**src/rtl/edge_event_arbiter_if.sv**
```systemverilog
// rtl/edge_event_arbiter_if.sv - level-input / event-handshake bundle for edge_event_arbiter
interface edge_event_arbiter_if #(
    parameter int N   = 4,
    parameter int IDW = 2
);
    logic [N-1:0]   level;
    logic           ready;
    logic           clr_overrun;
    logic           valid;
    logic [IDW-1:0] chan;
    logic [N-1:0]   pending;
    logic [N-1:0]   overrun;

    // Driver of levels and consumer of events
    modport master (
        output level, ready, clr_overrun,
        input  valid, chan, pending, overrun
    );

    // The arbiter itself
    modport slave (
        input  level, ready, clr_overrun,
        output valid, chan, pending, overrun
    );
endinterface

```
**src/rtl/edge_event_arbiter.sv**
```systemverilog
// rtl/edge_event_arbiter.sv - per-channel rising-edge capture with round-robin event serialiser
module edge_event_arbiter #(
    parameter int N   = 4,
    parameter int IDW = 2
) (
    input  logic               clk,
    input  logic               reset,
    edge_event_arbiter_if.slave bus
);
    typedef enum logic {
        S_IDLE  = 1'b0,
        S_OFFER = 1'b1
    } state_t;

    state_t         r_state;
    state_t         w_state_next;
    logic [N-1:0]   r_prev;
    logic [N-1:0]   r_pending;
    logic [N-1:0]   r_overrun;
    logic [IDW-1:0] r_chan;
    logic [IDW-1:0] r_ptr;

    logic [N-1:0]   w_edge;
    logic [N-1:0]   w_clear;
    logic [N-1:0]   w_pending_next;
    logic [N-1:0]   w_overrun_next;
    logic [IDW-1:0] w_sel;
    logic [IDW-1:0] w_idx;
    logic           w_found;
    logic           w_accept;
    logic           w_grant;

    // Mealy edge: current level against the level seen last clock
    assign w_edge   = bus.level & ~r_prev;
    assign w_accept = (r_state == S_OFFER) && bus.ready;

    // One-hot of the channel whose event is being consumed this clock
    always_comb begin
        w_clear = '0;
        if (w_accept) begin
            w_clear[r_chan] = 1'b1;
        end
    end

    // A fresh edge beats the consume; an edge onto a still-held event is an overrun
    assign w_pending_next = (r_pending & ~w_clear) | w_edge;
    assign w_overrun_next = (bus.clr_overrun ? {N{1'b0}} : r_overrun)
                          | (w_edge & r_pending & ~w_clear);

    // Round-robin search upward from ptr+1 with an explicit wrap at N-1
    always_comb begin
        w_sel   = '0;
        w_found = 1'b0;
        w_idx   = r_ptr;
        for (int k = 0; k < N; k++) begin
            w_idx = (w_idx == IDW'(N - 1)) ? '0 : w_idx + IDW'(1);
            if (!w_found && r_pending[w_idx]) begin
                w_sel   = w_idx;
                w_found = 1'b1;
            end
        end
    end

    // Arbiter next state: offer when anything is held, release on ready
    always_comb begin
        w_state_next = r_state;
        w_grant      = 1'b0;
        case (r_state)
            S_IDLE: begin
                if (w_found) begin
                    w_state_next = S_OFFER;
                    w_grant      = 1'b1;
                end
            end
            S_OFFER: begin
                if (bus.ready) begin
                    w_state_next = S_IDLE;
                end
            end
            default: w_state_next = S_IDLE;
        endcase
    end

    // Arbiter state, offered index and round-robin pointer
    always_ff @(posedge clk or negedge reset) begin
        if (!reset) begin
            r_state <= S_IDLE;
            r_chan  <= '0;
            r_ptr   <= IDW'(N - 1);
        end else begin
            r_state <= w_state_next;
            if (w_grant) begin
                r_chan <= w_sel;
            end
            if (w_accept) begin
                r_ptr <= r_chan;
            end
        end
    end

    // Per-channel history, held-event and overrun flags
    always_ff @(posedge clk or negedge reset) begin
        if (!reset) begin
            r_prev    <= '0;
            r_pending <= '0;
            r_overrun <= '0;
        end else begin
            r_prev    <= bus.level;
            r_pending <= w_pending_next;
            r_overrun <= w_overrun_next;
        end
    end

    assign bus.valid   = (r_state == S_OFFER);
    assign bus.chan    = r_chan;
    assign bus.pending = r_pending;
    assign bus.overrun = r_overrun;
endmodule

```
**src/flat_wrapper.sv**
```systemverilog
// flat-port wrapper written by rule: the top's interface ports become plain ports
module edge_event_arbiter_flat 
#(
    parameter int N   = 4,
    parameter int IDW = 2
)
  (clk, reset, bus_level, bus_ready, bus_clr_overrun, bus_valid, bus_chan, bus_pending, bus_overrun);
  edge_event_arbiter_if #(.N(N), .IDW(IDW)) bus_i ();
  input  logic clk;
  input  logic reset;
  input wire logic [$bits(bus_i.level)-1:0] bus_level;
  input wire logic [$bits(bus_i.ready)-1:0] bus_ready;
  input wire logic [$bits(bus_i.clr_overrun)-1:0] bus_clr_overrun;
  output wire logic [$bits(bus_i.valid)-1:0] bus_valid;
  output wire logic [$bits(bus_i.chan)-1:0] bus_chan;
  output wire logic [$bits(bus_i.pending)-1:0] bus_pending;
  output wire logic [$bits(bus_i.overrun)-1:0] bus_overrun;
  assign bus_i.level = bus_level;
  assign bus_i.ready = bus_ready;
  assign bus_i.clr_overrun = bus_clr_overrun;
  assign bus_valid = bus_i.valid;
  assign bus_chan = bus_i.chan;
  assign bus_pending = bus_i.pending;
  assign bus_overrun = bus_i.overrun;
  edge_event_arbiter #(.N(N), .IDW(IDW)) u_core (.clk(clk), .reset(reset), .bus(bus_i));
endmodule
```
**config.mk**
```make
export PLATFORM = sky130hd
export DESIGN_NAME = edge_event_arbiter_flat
export DESIGN_NICKNAME = d
export VERILOG_FILES = /design/src/rtl/edge_event_arbiter_if.sv /design/src/rtl/edge_event_arbiter.sv /design/src/flat_wrapper.sv
export SDC_FILE = /design/constraint.sdc
export NUM_CORES = 1
export LEC_CHECK = 0
export CORE_ASPECT_RATIO = 1.1
export CORE_UTILIZATION = 35
export DETAILED_ROUTE_END_ITERATION = 12
export SKIP_CTS_REPAIR_TIMING = 1
export SYNTH_ARGS = -nofsm -noshare
export SYNTH_HDL_FRONTEND = slang
export SYNTH_SLANG_ARGS = --single-unit
```
**constraint.sdc**
```tcl
create_clock -name clk -period 3.1 [get_ports clk]
set_input_delay 0.62 -clock clk [delete_from_list [all_inputs] [get_ports clk]]
set_output_delay 0.62 -clock clk [all_outputs]
set_load 0.05 [all_outputs]
```
==> flow_summary.yaml <==
timing:
  finalHoldViolations: 0
  whs_ps: 473
  finalMaxSlewViolations: 0
  fin_skew_ps: 2.87
  rsz0062_at_grt: "no"
  setup_viol: 0
  max_clock_freq_mhz: 441
  fin_crit_sh: 0.731
  setup_ws_ps: 833
  tightest_slew_ps: 735
  slew_headroom: 0.508
  fin_crit_ps: 2270
  setup_tns_ps: 0
critical_path:
  crit_family: "buffers and inverters"
  critPathBufInv: 1
  path_max_fanout: 9
  r2r_slack_ps: 1330
  worstPathArrival_ps: 1650
  r2r-end: "u_core.bus.chan[0]$_DFFE_PN0P_"
  worstSetupPathType: "flop to primary output"
  critPathLaunchType: "flop"
  path_cells: "clkdlybuf4s50_1"
  end_kind: "primary output"
  slowest_stage: "clkdlybuf4s50_1"
  cpPeakStageDelay_ps: 860
  r2r_start: "u_core.r_ptr[0]$_DFFE_PN1P_"
  worstPathRequired_ps: 2480
  r2r_cells: 4
detailed_routing:
  drt_wl_total_um: 1390
  drc: 0
  vias: 567
  via_per_inst: 4.97
  ant_nets: 0
  avgRoutedWirePerCell_um: 12.2
  drtIter0Drc: 8
  first_pass_iters: 4
pwr:
  p_per_area_mw_per_mm2: 957
  p_leak_uw: 0.000397
  report.power.total_uw: 904
  irDropWorstVdd_mv: 0.436
cells_and_area:
  fillerInstances: 175
  nets: 97
  drive_gt1_frac: 0.0805
  areaGrowthSynthToFinish_pct: 33.4
  post-route-util: 0.513
  mostFrequentLayoutCell: "clkdlybuf4s50_1"
  antenna_cells: 0
  multi_input_area_um2: 253
  mostFrequentLayoutCells: "clkdlybuf4s50_1 (18), dfrtp_1 (15), nand2_1 (11), nand2b_1 (6), inv_1 (6)"
  seq_area_um2: 428
flow_run:
  drv_cap: 0
hold_path:
  hold_depth: 2
  holdCritStartpoint: "u_core.r_ptr[1]$_DFFE_PN1P_"
  whs_endpoint: "u_core.r_ptr[1]$_DFFE_PN1P_"
  hold_class: "flop to flop"
yosys:
  syn_inst: 66
  yosys_warnings: 0
  synth-seq-cells: 17
  ys_seq_area_frac: 0.604
  syn_avg_cell_area_um2: 10.7
  syn_nets: 75
  ys_types: 24
  syn_area_um2: 708
grt:
  grt_pass1_vias: 518
  overflow: 0
  grt_pass1_wl_um: 2380
  antenna_found_initial: 0
  grt_max_degree: 18
  track_usage: 0.151
die:
  core-area_mm2: 0.00184
  row_count: 16
  die_h_um: 49.2
  die_w_um: 44.9
  start_util: 0.385
  boundaryPins: 19
  die_area_mm2: 0.00221
clock_tree:
  clk_latency_ps: 280
  cts_buffers: 3
  cts.htree.levels: 1
  cts.clk_slew.worst_paths_ps: 100
  cts.sinks: 17
  cts_max_path_buffers: 2
  root_buffer: "clkbuf_4"
  cts_tree: "yes"
status:
  status: "completed"
placement:
  portBuffers: 18
  place_congestion: 0.809
  place_ws_ps: 1150
[routing by layer]
layer / track usage / vias to the layer above / share of wire
li1: - / 274 / -
met1: 0.212 / 275 / 0.47
met2: 0.216 / 16 / 0.48
met3: 0.0222 / 2 / 0.041
met4: 0.0909 / 0 / 0.0093
met5: 0 / - / 0
[metrics by stage]
step / cells / instance area, µm²
after global routing: 114 / 945
final: 114 / 945
after CTS: 114 / 945
after global placement: 110 / 917
after floorplan: 66 / 708
after detailed placement: 110 / 917
[state kept, by name (all words and copies together) (netlist names)]
name                cells
u_core.bus.chan         2
u_core.bus.pending      4
u_core.r_prev           4
u_core.bus.overrun      4
u_core.bus.valid        1
u_core.r_ptr            2
[cells by family after synthesis]
logic type,after synthesis,share of synthesized area
simple gates,24,0.171
mux,1,0.0141
buf+inv,7,0.0389
flops,17,0.604
fa+ha+maj,1,0.0177
compound gates,16,0.154
[area by class of cell]
class	count	area share
timing repair buffer	18	0.191
clock inverter	1	0.00530
clock buffer	3	0.0238
sequential	17	0.453
inverter	6	0.0238
multi-input combinational	42	0.268
tap	27	0.0358
[cells in the mapped netlist (all sizes together)]
master / number / area (µm²)
dfrtp: 15 / 375
nand2: 11 / 41.3
inv: 6 / 22.5
nand2b: 6 / 37.5
o21ai: 4 / 20.0
o22ai: 4 / 25.0
dfstp: 2 / 52.6
nand3: 2 / 10.0
nor2: 2 / 7.51
nor4: 2 / 18.8
a21oi: 1 / 5.00
a311oi: 1 / 8.76
a31o: 1 / 8.76
clkbuf: 1 / 5.00
ha: 1 / 12.5
mux2i: 1 / 10.0
o21a: 1 / 7.51
o221ai: 1 / 8.76
o311ai: 1 / 8.76
o31ai: 1 / 7.51
o41ai: 1 / 8.76
or3: 1 / 6.26
[worst max path at each step]
stage | from | to | slack, ps | depth (start not counted)
floorplan | u_core.r_ptr[0]$_DFFE_PN1P_ | u_core.bus.chan[0]$_DFFE_PN0P_ | 1460 | 4
global placement | u_core.bus.valid$_DFF_PN0_ | bus_valid | 1170 | 1
detailed placement | u_core.bus.valid$_DFF_PN0_ | bus_valid | 1150 | 1
CTS | u_core.bus.valid$_DFF_PN0_ | bus_valid | 820 | 1
global route | u_core.bus.valid$_DFF_PN0_ | bus_valid | 770 | 1
finish | u_core.bus.valid$_DFF_PN0_ | bus_valid | 830 | 1
[where the power goes]
group	total [µW]	internal, µW	switching (µW)
Combinational	430	160	270
Sequential	358	286	72.4
Clock	115	47.9	67.5
Total	904	494	410
No activity file was read; power rests on OpenSTA's default activity.
